[config.mk]
export PLATFORM = sky130hd
export DESIGN_NAME = program_counter_stack_flat
export DESIGN_NICKNAME = d
export VERILOG_FILES = /design/src/rtl/program_counter_stack_if.sv /design/src/rtl/program_counter_stack.sv /design/src/flat_wrapper.sv
export SDC_FILE = /design/constraint.sdc
export NUM_CORES = 1
export LEC_CHECK = 0
export ABC_AREA = 1
export CAP_MARGIN = 20
export CORE_MARGIN = 3
export CORE_UTILIZATION = 50
export CTS_BUF_LIST = sky130_fd_sc_hd__clkbuf_4
export DETAILED_ROUTE_END_ITERATION = 8
export PLACE_DENSITY_LB_ADDON = 0.3
export SETUP_SLACK_MARGIN = 0.3
export SKIP_CTS_REPAIR_TIMING = 1
export SLEW_MARGIN = 15
export SYNTH_ARGS = -nofsm -noshare
export SYNTH_HDL_FRONTEND = slang
export SYNTH_SLANG_ARGS = --single-unit
[constraint.sdc]
create_clock -name clk -period 3.5 [get_ports clk]
set_clock_uncertainty 0.15 [all_clocks]
set_input_delay 0.35 -clock clk [delete_from_list [all_inputs] [get_ports clk]]
set_output_delay 0.35 -clock clk [all_outputs]
set_load 0.03 [all_outputs]
[src/rtl/program_counter_stack_if.sv]
// Fetch-stage control/address bundle for program_counter_stack.
// The master side drives op/addr_in/stall/debug-run; the slave side returns the PC and stack status.
interface program_counter_stack_if #(
   parameter int unsigned ADDR_WIDTH  = 8,
   parameter int unsigned STACK_DEPTH = 4
);
   localparam int unsigned CNT_W = $clog2(STACK_DEPTH + 1);

   logic                  enableDebug;
   logic                  notEnable;
   logic [2:0]            op;
   logic [ADDR_WIDTH-1:0] addr_in;
   logic [ADDR_WIDTH-1:0] addr_out;
   logic [ADDR_WIDTH-1:0] addr_inc;
   logic [CNT_W-1:0]      stack_count;
   logic                  stack_overflow;
   logic                  stack_underflow;

   modport master (
      output enableDebug, notEnable, op, addr_in,
      input  addr_out, addr_inc, stack_count, stack_overflow, stack_underflow
   );

   modport slave (
      input  enableDebug, notEnable, op, addr_in,
      output addr_out, addr_inc, stack_count, stack_overflow, stack_underflow
   );
endinterface

[src/rtl/program_counter_stack.sv]
// Registered program counter with relative/absolute control flow and a
// hardware return-address stack (CALL/RET) reporting overflow/underflow pulses.
module program_counter_stack #(
   parameter int unsigned            ADDR_WIDTH  = 8,
   parameter logic [ADDR_WIDTH-1:0]  RESET_ADDR  = '0,
   parameter int unsigned            STACK_DEPTH = 4
) (
   input  logic                      clk,
   input  logic                      reset,
   input  logic                      resetDebug,
   program_counter_stack_if.slave    bus
);
   localparam int unsigned CNT_W = $clog2(STACK_DEPTH + 1);
   localparam int unsigned PTR_W = (STACK_DEPTH > 1) ? $clog2(STACK_DEPTH) : 1;

   localparam logic [2:0] OP_INC    = 3'b000;
   localparam logic [2:0] OP_BRANCH = 3'b001;
   localparam logic [2:0] OP_JUMP   = 3'b010;
   localparam logic [2:0] OP_CALL   = 3'b011;
   localparam logic [2:0] OP_RET    = 3'b100;

   logic [ADDR_WIDTH-1:0] pc;
   logic [ADDR_WIDTH-1:0] pc_inc;
   logic [ADDR_WIDTH-1:0] pc_next;
   logic [CNT_W-1:0]      count;
   logic [CNT_W-1:0]      count_next;
   logic                  ovf;
   logic                  unf;
   logic                  ovf_next;
   logic                  unf_next;
   logic                  any_reset;
   logic                  adv;
   logic                  full;
   logic                  empty;
   logic                  push_en;
   logic [PTR_W-1:0]      push_idx;
   logic [PTR_W-1:0]      top_idx;
   logic [ADDR_WIDTH-1:0] top_entry;

   logic [ADDR_WIDTH-1:0] stack_mem [STACK_DEPTH];

   assign any_reset = ~reset | resetDebug;
   assign adv       = bus.enableDebug & ~bus.notEnable;
   assign pc_inc    = pc + ADDR_WIDTH'(1);
   assign full      = (count == CNT_W'(STACK_DEPTH));
   assign empty     = (count == '0);
   assign push_idx  = PTR_W'(count);
   assign top_idx   = PTR_W'(count - CNT_W'(1));
   assign top_entry = stack_mem[top_idx];

   // Same-width add: two's-complement offset wraps exactly like sign extension.
   always_comb begin
      pc_next    = pc;
      count_next = count;
      ovf_next   = 1'b0;
      unf_next   = 1'b0;
      push_en    = 1'b0;
      if (adv) begin
         case (bus.op)
            OP_BRANCH: pc_next = pc + bus.addr_in;
            OP_JUMP:   pc_next = bus.addr_in;
            OP_CALL: begin
               pc_next = bus.addr_in;
               if (full) begin
                  ovf_next = 1'b1;
               end else begin
                  push_en    = 1'b1;
                  count_next = count + CNT_W'(1);
               end
            end
            OP_RET: begin
               if (empty) begin
                  pc_next  = pc_inc;
                  unf_next = 1'b1;
               end else begin
                  pc_next    = top_entry;
                  count_next = count - CNT_W'(1);
               end
            end
            default:   pc_next = pc_inc;
         endcase
      end
   end

   always_ff @(posedge clk) begin
      if (any_reset) begin
         pc    <= RESET_ADDR;
         count <= '0;
         ovf   <= 1'b0;
         unf   <= 1'b0;
      end else begin
         pc    <= pc_next;
         count <= count_next;
         ovf   <= ovf_next;
         unf   <= unf_next;
      end
   end

   // Stack storage needs no reset; a reset cycle suppresses the push instead.
   always_ff @(posedge clk) begin
      if (push_en && !any_reset) begin
         stack_mem[push_idx] <= pc_inc;
      end
   end

   assign bus.addr_out        = pc;
   assign bus.addr_inc        = pc_inc;
   assign bus.stack_count     = count;
   assign bus.stack_overflow  = ovf;
   assign bus.stack_underflow = unf;
endmodule

[src/flat_wrapper.sv]
// flat-port wrapper written by rule: the top's interface ports become plain ports
module program_counter_stack_flat 
#(
   parameter int unsigned            ADDR_WIDTH  = 8,
   parameter logic [ADDR_WIDTH-1:0]  RESET_ADDR  = '0,
   parameter int unsigned            STACK_DEPTH = 4
)
  (clk, reset, resetDebug, bus_enableDebug, bus_notEnable, bus_op, bus_addr_in, bus_addr_out, bus_addr_inc, bus_stack_count, bus_stack_overflow, bus_stack_underflow);
  program_counter_stack_if #(.ADDR_WIDTH(ADDR_WIDTH), .STACK_DEPTH(STACK_DEPTH)) bus_i ();
  input  logic clk;
  input  logic reset;
  input  logic resetDebug;
  input wire logic [$bits(bus_i.enableDebug)-1:0] bus_enableDebug;
  input wire logic [$bits(bus_i.notEnable)-1:0] bus_notEnable;
  input wire logic [$bits(bus_i.op)-1:0] bus_op;
  input wire logic [$bits(bus_i.addr_in)-1:0] bus_addr_in;
  output wire logic [$bits(bus_i.addr_out)-1:0] bus_addr_out;
  output wire logic [$bits(bus_i.addr_inc)-1:0] bus_addr_inc;
  output wire logic [$bits(bus_i.stack_count)-1:0] bus_stack_count;
  output wire logic [$bits(bus_i.stack_overflow)-1:0] bus_stack_overflow;
  output wire logic [$bits(bus_i.stack_underflow)-1:0] bus_stack_underflow;
  assign bus_i.enableDebug = bus_enableDebug;
  assign bus_i.notEnable = bus_notEnable;
  assign bus_i.op = bus_op;
  assign bus_i.addr_in = bus_addr_in;
  assign bus_addr_out = bus_i.addr_out;
  assign bus_addr_inc = bus_i.addr_inc;
  assign bus_stack_count = bus_i.stack_count;
  assign bus_stack_overflow = bus_i.stack_overflow;
  assign bus_stack_underflow = bus_i.stack_underflow;
  program_counter_stack #(.ADDR_WIDTH(ADDR_WIDTH), .RESET_ADDR(RESET_ADDR), .STACK_DEPTH(STACK_DEPTH)) u_core (.clk(clk), .reset(reset), .resetDebug(resetDebug), .bus(bus_i));
endmodule
# After elaboration in Yosys (flattened, before gate mapping)
# Memory sizes are Yosys's and may differ from the RTL's.
# Index checks and enable logic that the tools add are counted.
[op_classes] n_bitwise=7 n_mux=12 eq_ne=7 reduce_logical=8 addsub=4
[op_table] op="case mux 8 bit (3 select lines)" count=1
[op_table] op="adder 8 x 1 -> 8 bit, second input constant" count=1
[op_table] op="adder 8 bit" count=1
[op_table] op="2-to-1 mux 8 bit" count=1
[op_table] op="2-to-1 mux 1 bit" count=7
[op_table] op="equality test 3 x 2 -> 1 bit, second input constant" count=2
[op_table] op="equality test 3 bit, second input constant" count=2
[op_table] op="2-to-1 mux 3 bit" count=2
[op_table] op="case mux 3 bit (2 select lines)" count=1
[op_table] op="OR reduction 3 bit" count=2
[op_table] op="inverter 1 bit" count=5
[op_table] op="inequality test 2 bit, second input constant" count=2
[op_table] op="AND reduction 4 bit" count=1
[op_table] op="adder 3 x 1 -> 3 bit, second input constant" count=1
[op_table] op="equality test 3 x 1 -> 1 bit, second input constant" count=1
[op_table] op="logical NOT 3 bit" count=1
[op_table] op="subtractor 3 x 1 -> 3 bit, second input constant" count=1
[op_table] op="nonzero test 2 bit" count=1
[op_table] op="OR reduction 2 bit" count=1
[op_table] op="bitwise AND 1 bit" count=1
[op_table] op="logical AND 1 bit" count=1
[op_table] op="logical NOT 1 bit" count=1
[op_table] op="bitwise OR 1 bit" count=1
[word_totals] ramBits=32 n_memories=1 out_inout_bits=21 ff_bits=13
[memory_table] name="u_core.stack_mem" words=4 width=8 rd=1 rd_clocked_by_memory_dff=0 write_ports=1 line="program_counter_stack.sv:40" text="logic [ADDR_WIDTH-1:0] stack_mem [STACK_DEPTH];"

# Longest topological paths before layout
[logic_depth] ltp_word=7 ltp_mapped=12 depth_no_buf=10

# Worst setup path after synthesis
# Ideal clock, no wire load.
[synth_path] path_type="flip-flop to flip-flop" start="register u_core.count[0], in the netlist u_core.bus.stack_count[0]" end="memory u_core.stack_mem[0][0] (enable)" path_stages_with_launch=9 path_slack_ns=1.006 synth_period_minus_slack_ns=2.494 required_ns=2.967 setup_ns=0.383 path_buffers=2 t_arrival_ns=1.961 cell_sequence="dfxtp_1 -> buf_2 -> inv_2 -> buf_6 -> ha_1 -> inv_1 -> nor2_4 -> inv_2 -> nor3_1"
[synth_via] elab_chain_cells=7
[synth_rtl] element="from (decl)" line="program_counter_stack.sv:25" text="logic [CNT_W-1:0] count;"
[synth_rtl] element="from (signal assigned)" line="program_counter_stack.sv:93" text="count <= count_next;"
[synth_rtl] element="equality test 3 bit" line="program_counter_stack.sv:45" text="assign full = (count == CNT_W'(STACK_DEPTH));"
[synth_rtl] element="2-to-1 mux 1 bit" line="program_counter_stack.sv:64" text="if (full) begin"
[synth_rtl] element="2-to-1 mux 1 bit" line="program_counter_stack.sv:59" text="case (bus.op)"
[synth_rtl] element="2-to-1 mux 1 bit" line="program_counter_stack.sv:58" text="if (adv) begin"
[synth_rtl] element="logical AND 1 bit" line="program_counter_stack.sv:101" text="if (push_en && !any_reset) begin"
[synth_rtl] element="2-to-1 mux 1 bit" line="program_counter_stack.sv:101"
[synth_rtl] element="2-to-1 mux 1 bit (not written as such)" line="program_counter_stack.sv:102" text="stack_mem[push_idx] <= pc_inc;"
[synth_rtl] element="to (decl)" line="program_counter_stack.sv:40"
# Parallel ways exist; a longest one is shown, timed or not.

# Worst setup path after layout
[layout_path] start="register u_core.pc[0], in the netlist u_core.bus.addr_out[0]" end="output bus_addr_inc[6]"
[layout_via] elab_chain_cells=1
[layout_rtl] element="from (decl)" line="program_counter_stack.sv:22" text="logic [ADDR_WIDTH-1:0] pc;"
[layout_rtl] element="from (signal assigned)" line="program_counter_stack.sv:92" text="pc <= pc_next;"
[layout_rtl] element="adder 8 x 1 -> 8 bit" line="program_counter_stack.sv:44" text="assign pc_inc = pc + ADDR_WIDTH'(1);"
[layout_rtl] element="to (decl)" line="flat_wrapper.sv:18" text="output wire logic [$bits(bus_i.addr_inc)-1:0] bus_addr_inc;"
# No other way between the ends.

==> metrics.cfg <==
[job]
maxCapViolations=0

[sta]
rsz0062_at_grt=no
worst_pin_slew_ps=676.9
relSlewSlack_pct=54.71
hold_viol=0
fin_setup_tns_ps=0
max_freq_ghz=0.3500
setup-violations-final=0
timing.final.crit_share_pct=81.63
drv_slew=0
layout_min_cycle_time_ps=2857

[logic_synthesis]
synth_cell_types=31
synth-seq-cells=45
synthArstFlopShare_pct=0
syn_nets=366
syn_area_um2=2679
synth_flop_cell=edfxtp_1
syn_avg_cell_area_um2=7.973
yosysWarnings=0
syn_inst=336
yosysSeqAreaShare_pct=45.59
synth_edf_count=32

[grt]
grt_max_degree=22
gr-total-overflow=0
antenna_found_initial=0
first_global_vias=2181
grt_pass1_wl_um=9563
gr-usage-all-layers_pct=19.49

[critical_path]
crit_chain=ha_1 > nand2_1 > nor2_1 > nand2_1 > nand2_1 > nand2_1 > inv_1 > clkdlybuf4s50_1
cp_common_cell=nand2_1
cpMaxStageDelayCell=clkdlybuf4s50_1
arrival_ps=2360
critPathMaxStageDelay_ps=700
worstSetupPathType=flip-flop to primary output
crit_family=buffers and inverters
cp.depth=8
start_kind=flip-flop
cp_max_fo=5
path_buf_inv=2
crit_required_ps=3000
rr_worst_depth=6
critPathCaptureType=primary output

[outcome]
status=finished, final reports clean

[cts]
cts.sinks=45
cts_tree=built
cts_buffers=5
htree_levels=2
clk_pin_slew_ps=140
cts.path.max_buffers=2
cts_root_buf=clkbuf_4
clk_latency_ps=360

[die]
row_count=26
ios=37
coreArea_um2=5140
die_h_um=79.20
fp.dieW_um=79.20
die_area_um2=6272
initial_core_util_pct=52.12

[finish]
fillCellCount=497
areaGrowthSynthToFinish_pct=18.50
postLayoutCellArea_um2=3174
layout-drive-gt1-share_pct=8.753
antenna_cells=0
fin_nets=406

[pwr]
vdd_ir_drop_max_mv=0.3104
power_uw=976.2
powerDensity_nw_per_um2=307.5
p_leak_nw=1.342

[routing]
vias_per_cell=5.081
wl_per_cell_um=12.49
firstDrtPassIters=4
vias=2271
drtIter0Drc=151
drc=0
antenna_left=0
wl_um=5583

[hold_path]
whs_path_depth=2
hold_class=flip-flop to flip-flop

[placement]
io_buffers=36
gp_congestion=0.8272
dpl.hpwl_um=4300
place_area_um2=3112

-- worst register-to-register path, stage by stage (launching register included) --
cell      delay (ps)
dfxtp_1          330
buf_4            230
inv_2            190
ha_1             260
inv_1            110
o211ai_1         150
nor2_1           560
-- cell usage after synthesis, types with 2 or more instances --
master    instances  area (um^2)
a21oi_1          13        65.06
a31oi_1           2        12.51
buf_2             3        15.01
dfxtp_1          13        260.3
edfxtp_1         32        960.9
ha_1             13        162.7
inv_1            45        168.9
inv_2             7        26.28
nand2_1          90        337.8
nand2_2           7        43.79
nand3_1          30        150.1
nand3b_1          2        15.01
nand4_1           2        12.51
nor2_1           36        135.1
nor2_4            4        45.04
o21ai_0          16        80.08
o21ai_1           2        10.01
o22ai_1           3        18.77
xnor2_1           2        17.52
xor2_1            3        26.28
-- power breakdown --
group / total [mW] / internal [mW] / switching, mW
clock network: 0.262 / 0.0821 / 0.180
logic: 0.138 / 0.0558 / 0.0819
registers: 0.576 / 0.571 / 0.00558
total: 0.976 / 0.709 / 0.268
-- kinds of logic after synthesis --
group                    count (synthesis)  share of synthesized area, %
flip-flops                              45                         45.59
adder cells (fa/ha/maj)                 14                         6.819
AND/OR/NAND/NOR                        177                         30.03
XOR/XNOR                                 5                         1.635
buffers and inverters                   57                         8.407
AO/OA/AOI/OAI                           38                         7.520
-- flip-flops by register name (all words and copies together) (netlist names) --
signal                      cells
u_core.bus.addr_out             8
u_core.bus.stack_overflow       1
u_core.bus.stack_underflow      1
u_core.stack_mem               32
u_core.bus.stack_count          3
-- layout by cell type, fill, tap and decap left out, drive strengths merged, types with 2 or more instances in the layout --
cell type / synthesis / final
o21ai: 18 / 18
inv: 52 / 53
buf: 4 / 2
ha: 13 / 13
nand3b: 2 / 2
a21oi: 13 / 13
clkbuf: 1 / 5
nor2: 42 / 42
edfxtp: 32 / 32
dfxtp: 13 / 13
clkdlybuf4s50: 0 / 36
nand4: 2 / 2
nand3: 32 / 32
xnor2: 2 / 2
nand2: 97 / 97
o22ai: 3 / 3
xor2: 3 / 3
a31oi: 2 / 2
-- area by class of cell --
type                       instances  area, um^2  share of cell area, %
clock buffer                       5       37.54                  1.183
clock inverter                     3       25.02                 0.7883
inverter                          52       195.2                  6.149
multi-input combinational        234        1232                  38.83
sequential                        45        1221                  38.47
tap                               70       87.58                  2.759
timing repair buffer              38       375.4                  11.83
-- path summary, 6_finish.rpt --
check | from | to | slack (ps)
max | u_core.bus.addr_out[0]$_SDFFE_PP0P_ | bus_addr_inc[6] | 640
min | u_core.bus.stack_count[1]$_SDFFE_PP0P_ | u_core.bus.stack_count[1]$_SDFFE_PP0P_ | 400
max reg2reg | u_core.bus.stack_count[0]$_SDFFE_PP0P_ | u_core.stack_mem[3][5]$_DFFE_PP_ | 1160
min reg2reg | u_core.bus.stack_count[1]$_SDFFE_PP0P_ | u_core.bus.stack_count[1]$_SDFFE_PP0P_ | 400
-- through the flow --
step	setup slack [ps]	hold slack [ps]	instances	utilization [%]
4_1_cts	618.7	400.0	447	61.76
5_1_grt	426.3	423.2	447	61.76
3_3_place_gp	847.5	384.1	439	60.54
6_report	642.9	399.2	447	61.76
3_5_place_dp	751.0	381.2	439	60.54
2_1_floorplan	1006	408.0	336	-
-- routing by layer --
| metal | track usage, % | up-vias | share of wire [%] |
|---|---|---|---|
| met5 | 0 | - | 0 |
| met4 | 7.560 | 0 | 2.5 |
| met3 | 4.308 | 15 | 5.2 |
| met2 | 32.41 | 52 | 47 |
| met1 | 24.67 | 1042 | 45 |
| li1 | - | 1162 | - |
Note: power is estimated with default switching activity, not from simulation.
